[config.mk]
export PLATFORM = sky130hd
export DESIGN_NAME = moore_seq_gen
export DESIGN_NICKNAME = d
export VERILOG_FILES = /design/src/rtl/moore_seq_gen.sv
export SDC_FILE = /design/constraint.sdc
export NUM_CORES = 1
export LEC_CHECK = 0
export CAP_MARGIN = 10
export CORE_MARGIN = 2
export CORE_UTILIZATION = 25
export DETAILED_ROUTE_END_ITERATION = 10
export GPL_ROUTABILITY_DRIVEN = 0
export HOLD_SLACK_MARGIN = 0.03
export SYNTH_ARGS = -nofsm -noshare
export SYNTH_HDL_FRONTEND = slang
export SYNTH_SLANG_ARGS = --single-unit
[constraint.sdc]
create_clock -name clk -period 1.7 [get_ports clk]
set_clock_uncertainty 0.15 [all_clocks]
set_input_delay 0.34 -clock clk [delete_from_list [all_inputs] [get_ports clk]]
set_output_delay 0.34 -clock clk [all_outputs]
set_load 0.02 [all_outputs]
[src/rtl/moore_seq_gen.sv]
// Serial pattern transmitter: sends PATTERN MSB-first `count` times, each copy
// followed by GAP forced-zero bit times, with a one-cycle done pulse at the end.
module moore_seq_gen #(
  parameter int unsigned       PAT_W   = 5,
  parameter logic [PAT_W-1:0]  PATTERN = 5'b11111,
  parameter int unsigned       GAP     = 1,
  parameter int unsigned       CNT_W   = 8
) (
  input  logic             clk,
  input  logic             reset,
  input  logic             start,
  input  logic [CNT_W-1:0] count,
  input  logic             abort,
  output logic             out,
  output logic             out_valid,
  output logic             busy,
  output logic             done
);

  localparam int unsigned IDX_W = (PAT_W > 1) ? $clog2(PAT_W) : 1;
  localparam int unsigned GAP_W = 4;
  localparam logic [IDX_W-1:0] IDX_LAST = IDX_W'(PAT_W - 1);
  localparam logic [GAP_W-1:0] GAP_LAST = GAP_W'(GAP - 1);

  typedef enum logic [1:0] {
    S_IDLE = 2'd0,
    S_SEND = 2'd1,
    S_GAP  = 2'd2,
    S_DONE = 2'd3
  } state_e;

  state_e           state_q, state_d;
  logic [IDX_W-1:0] idx_q, idx_d;
  logic [CNT_W-1:0] rep_q, rep_d;
  logic [GAP_W-1:0] gap_q, gap_d;
  logic             out_q, out_d;
  logic             valid_q, valid_d;
  logic             busy_q, busy_d;
  logic             done_q, done_d;

  logic [IDX_W-1:0] idx_dec;
  logic             last_rep;

  assign idx_dec  = idx_q - IDX_W'(1);
  // rep_q counts patterns still to finish, including the one in flight
  assign last_rep = (rep_q == CNT_W'(1));

  // State and registered outputs
  always_ff @(posedge clk or negedge reset) begin
    if (!reset) begin
      state_q <= S_IDLE;
      idx_q   <= '0;
      rep_q   <= '0;
      gap_q   <= '0;
      out_q   <= 1'b0;
      valid_q <= 1'b0;
      busy_q  <= 1'b0;
      done_q  <= 1'b0;
    end else begin
      state_q <= state_d;
      idx_q   <= idx_d;
      rep_q   <= rep_d;
      gap_q   <= gap_d;
      out_q   <= out_d;
      valid_q <= valid_d;
      busy_q  <= busy_d;
      done_q  <= done_d;
    end
  end

  // Next state; outputs are decoded from the state being entered
  always_comb begin
    state_d = state_q;
    idx_d   = idx_q;
    rep_d   = rep_q;
    gap_d   = gap_q;
    out_d   = 1'b0;
    valid_d = 1'b0;
    busy_d  = 1'b0;
    done_d  = 1'b0;

    case (state_q)
      S_IDLE: begin
        if (start) begin
          if (count != '0) begin
            state_d = S_SEND;
            rep_d   = count;
            idx_d   = IDX_LAST;
            out_d   = PATTERN[PAT_W-1];
            valid_d = 1'b1;
            busy_d  = 1'b1;
          end else begin
            state_d = S_DONE;
            done_d  = 1'b1;
          end
        end
      end

      S_SEND: begin
        if (abort) begin
          state_d = S_IDLE;
          idx_d   = '0;
          rep_d   = '0;
          gap_d   = '0;
        end else if (idx_q != '0) begin
          idx_d   = idx_dec;
          out_d   = PATTERN[idx_dec];
          valid_d = 1'b1;
          busy_d  = 1'b1;
        end else if (GAP != 0) begin
          state_d = S_GAP;
          rep_d   = rep_q - CNT_W'(1);
          gap_d   = GAP_LAST;
          valid_d = 1'b1;
          busy_d  = 1'b1;
        end else if (last_rep) begin
          state_d = S_DONE;
          rep_d   = '0;
          done_d  = 1'b1;
        end else begin
          rep_d   = rep_q - CNT_W'(1);
          idx_d   = IDX_LAST;
          out_d   = PATTERN[PAT_W-1];
          valid_d = 1'b1;
          busy_d  = 1'b1;
        end
      end

      S_GAP: begin
        if (abort) begin
          state_d = S_IDLE;
          idx_d   = '0;
          rep_d   = '0;
          gap_d   = '0;
        end else if (gap_q != '0) begin
          gap_d   = gap_q - GAP_W'(1);
          valid_d = 1'b1;
          busy_d  = 1'b1;
        end else if (rep_q == '0) begin
          state_d = S_DONE;
          done_d  = 1'b1;
        end else begin
          state_d = S_SEND;
          idx_d   = IDX_LAST;
          out_d   = PATTERN[PAT_W-1];
          valid_d = 1'b1;
          busy_d  = 1'b1;
        end
      end

      S_DONE: begin
        state_d = S_IDLE;
      end

      default: begin
        state_d = S_IDLE;
      end
    endcase
  end

  assign out       = out_q;
  assign out_valid = valid_q;
  assign busy      = busy_q;
  assign done      = done_q;

endmodule

==> flow_metrics.tcl <==
set metrics [dict create \
    status "complete, but fails checks" \
    synthArstFlopShare_pct 100 \
    slew_violations 0 \
    p_switching_mw 1.65 \
    dp_cells 270 \
    tightest_slew_ns 0.289 \
    cts_tree "built" \
    critical_path_class "flip-flop to flip-flop" \
    synth-seq-cells 20 \
    n_antenna_cell 0 \
    syn_area_sq_um 1340 \
    hold_slack_ns 0.277 \
    synthFlopType "dfrtp_1" \
    layout_setup_ws_ns -0.231 \
    required_ns 1.69 \
    power.internal_mw 2.51 \
    yosysSeqAreaShare_pct 37.5 \
    min_period_ns 1.93 \
    wirelength_mm 3.50 \
    synthCells 144 \
    antenna_found_initial 0 \
    finalHoldViolations 0 \
    cts-root-buf "clkbuf_8" \
    yosysWarnings 0 \
    cts_made_buffers 3 \
    syn_nets 166 \
    regToRegEndpoint "rep_q[7]$_DFFE_PN0P_" \
    pwr-share-clk_pct 7.5 \
    die_y_um 77.1 \
    grt_max_degree 21 \
    ys_top_cells_by_area "dfrtp_1, ha_1, a22o_1" \
    static-leakage-power_nw 1.03 \
    overflow 0 \
    cts_sinks 20 \
    row_count 26 \
    drc 0 \
    vias 1267 \
    area_growth_pct 60.8 \
    fin_crit_sh_pct 114 \
    synth_largest_area_cell "dfrtp_1" \
    core-area_sq_um 5140 \
    wl_per_cell_um 12.5 \
    ys_types 36 \
    layout.cells.non_filler 281 \
    worst_r2r_path_depth 9 \
    yosys-top-cells-count "dfrtp_1, nor2_1, inv_1" \
    grt_pass1_vias 1368 \
    ir_drop_v 0.000527 \
    crit_path_start_kind "flip-flop" \
    htreeDepth 1 \
    cts_buffer_depth 2 \
    drv_cap 0 \
    reg2reg_from "idx_q[0]$_DFFE_PN0P_" \
    rrSetupSlack_ns -0.23 \
    ant_nets 0 \
    io_pins 16 \
    cp_max_fo 5 \
    fp.dieArea_sq_um 5940 \
    initial_core_util_pct 26.0 \
    dp_hpwl_mm 2.67 \
    hold_class "input pin to async pin" \
    relSlewSlack_pct 80.6 \
    power_density_nw_per_um2 1940 \
    io_buffers 15 \
    critPathArrivalTime_ns 1.93 \
    synth_top_area_share_pct 37.5 \
    drt_iter0_drc 44 \
    clkLatencyLatePin_ns 0.25 \
    achievable-frequency_ghz 0.518 \
    nets 235 \
    synth_edf_count 0 \
    drive_above_1_share_pct 41.2 \
    fp.dieW_um 77.1 \
    post-synth-top-count-cell "dfrtp_1" \
    worstSetupEndpointType "flip-flop" \
    dr.pass1.iters 4 \
    vias_per_cell 4.51 \
    seq_power_share_pct 19.9 \
    cts_hold_buffers 0 \
    grt_usage_pct 12.6 \
    setup_viol 18 \
    violations "setup timing" \
    grt_pass1_wl_mm 6.11 \
    syn_area_per_cell_sq_um 9.27 \
    pwr-share-comb_pct 72.6 \
    p_sw_share_pct 39.7 \
    clk_pin_slew_ns 0.08 \
    grt_setup_unrepaired "yes" \
]
-- placed cells by master (no fill, tap or decap), types with 3 or more instances in the layout --
cell type        synthesis  routed
buf_4                    2      48
clkdlybuf4s50_1          0       9
a22o_1                   8       8
ha_1                    10       5
nor2_1                  17      15
nand3_1                  5       4
a31oi_1                  3       3
a21oi_1                  7       6
dlygate4sd2_1            0       3
inv_1                   14      13
ha_2                     0       3
nor3_1                   5       3
o21ai_2                  1       3
clkbuf_8                 0       3
nand2b_1                 4       3
dfrtp_1                 20      20
o21ai_1                  0       6
dlymetal6s2s_1           0       3
buf_6                    0       5
mux2_4                   0       4
nand2_1                  7       6
-- per-layer routing --
metal,vias up,global-route usage (%),share of wire (%)
met5,-,0,0
met4,0,4.29,1.3
met3,6,2.82,2.8
met2,12,22.2,50
met1,600,15.1,46
li1,649,-,-
-- metrics by stage --
stage | setup slack, ns | total power [mW] | setup TNS, ns | util [%] | cell area, sq um
floorplan | -0.0923 | 2.41 | -0.910 | - | 1390
global placement | -0.630 | 3.36 | -8.60 | 37.7 | 1940
detailed placement | -0.699 | 3.40 | -9.49 | 37.7 | 1940
CTS | -0.259 | 4.01 | -3.49 | 40.3 | 2070
global route | -0.365 | 4.55 | -5.28 | 41.8 | 2150
finish | -0.231 | 4.16 | -3.36 | 41.8 | 2150
-- final cells by class --
class                      count  area [sq um]
tap                           70          87.6
sequential                    20           500
timing repair buffer          68           571
clock buffer                   3          41.3
multi-input combinational    106           895
inverter                      14          52.6
fill                         523          2990
-- timing repair --
action / in CTS / in global routing
resized for setup: 16 / 17
cloned: 0 / 1
setup endpoints to repair: 21 / 21
pin swaps: 5 / 3
setup buffers: 5 / 2
-- flip-flops by register name, summed over array words and instances (netlist names) --
name,count
idx_q,3
rep_q,8
gap_q,4
busy,1
out,1
state_q,2
done,1
-- power by group through the flow --
stage	logic, mW	clock network (mW)	registers (mW)
after global routing	3.35	0.349	0.851
after detailed placement	2.57	0	0.838
after global placement	2.53	0	0.830
after floorplan	1.55	0	0.855
final	3.02	0.311	0.828
after CTS	2.85	0.334	0.828
-- critical path, cell delays in order (launching register included) --
cell and delay [ns]:
dfrtp_1 0.38, inv_1 0.06, ha_2 0.18, ha_4 0.14, nand2b_4 0.12, a21oi_2 0.07
nor4b_4 0.29, buf_4 0.19, o21ai_1 0.06, a22o_1 0.18
-- cells by family after synthesis --
logic type	after synthesis	share of synthesized area [%]
flops	20	37.5
xor+xnor	2	1.31
compound gates	37	19.5
simple gates	52	22.4
buf+inv	18	5.81
mux	5	4.12
fa+ha+maj	10	9.37
-- worst max-delay path by stage --
stage                                    start                    to  slack [ns]  cells after the start
final                     idx_q[0]$_DFFE_PN0P_  rep_q[7]$_DFFE_PN0P_       -0.23                      9
after global routing      idx_q[1]$_DFFE_PN0P_  rep_q[1]$_DFFE_PN0P_       -0.37                     10
after CTS                 idx_q[0]$_DFFE_PN0P_  rep_q[1]$_DFFE_PN0P_       -0.26                     10
after detailed placement              count[2]  rep_q[5]$_DFFE_PN0P_       -0.70                      7
after global placement                count[2]  rep_q[5]$_DFFE_PN0P_       -0.63                      7
after floorplan           idx_q[0]$_DFFE_PN0P_  rep_q[5]$_DFFE_PN0P_       -0.09                      8
(Power assumes the default switching activity.)
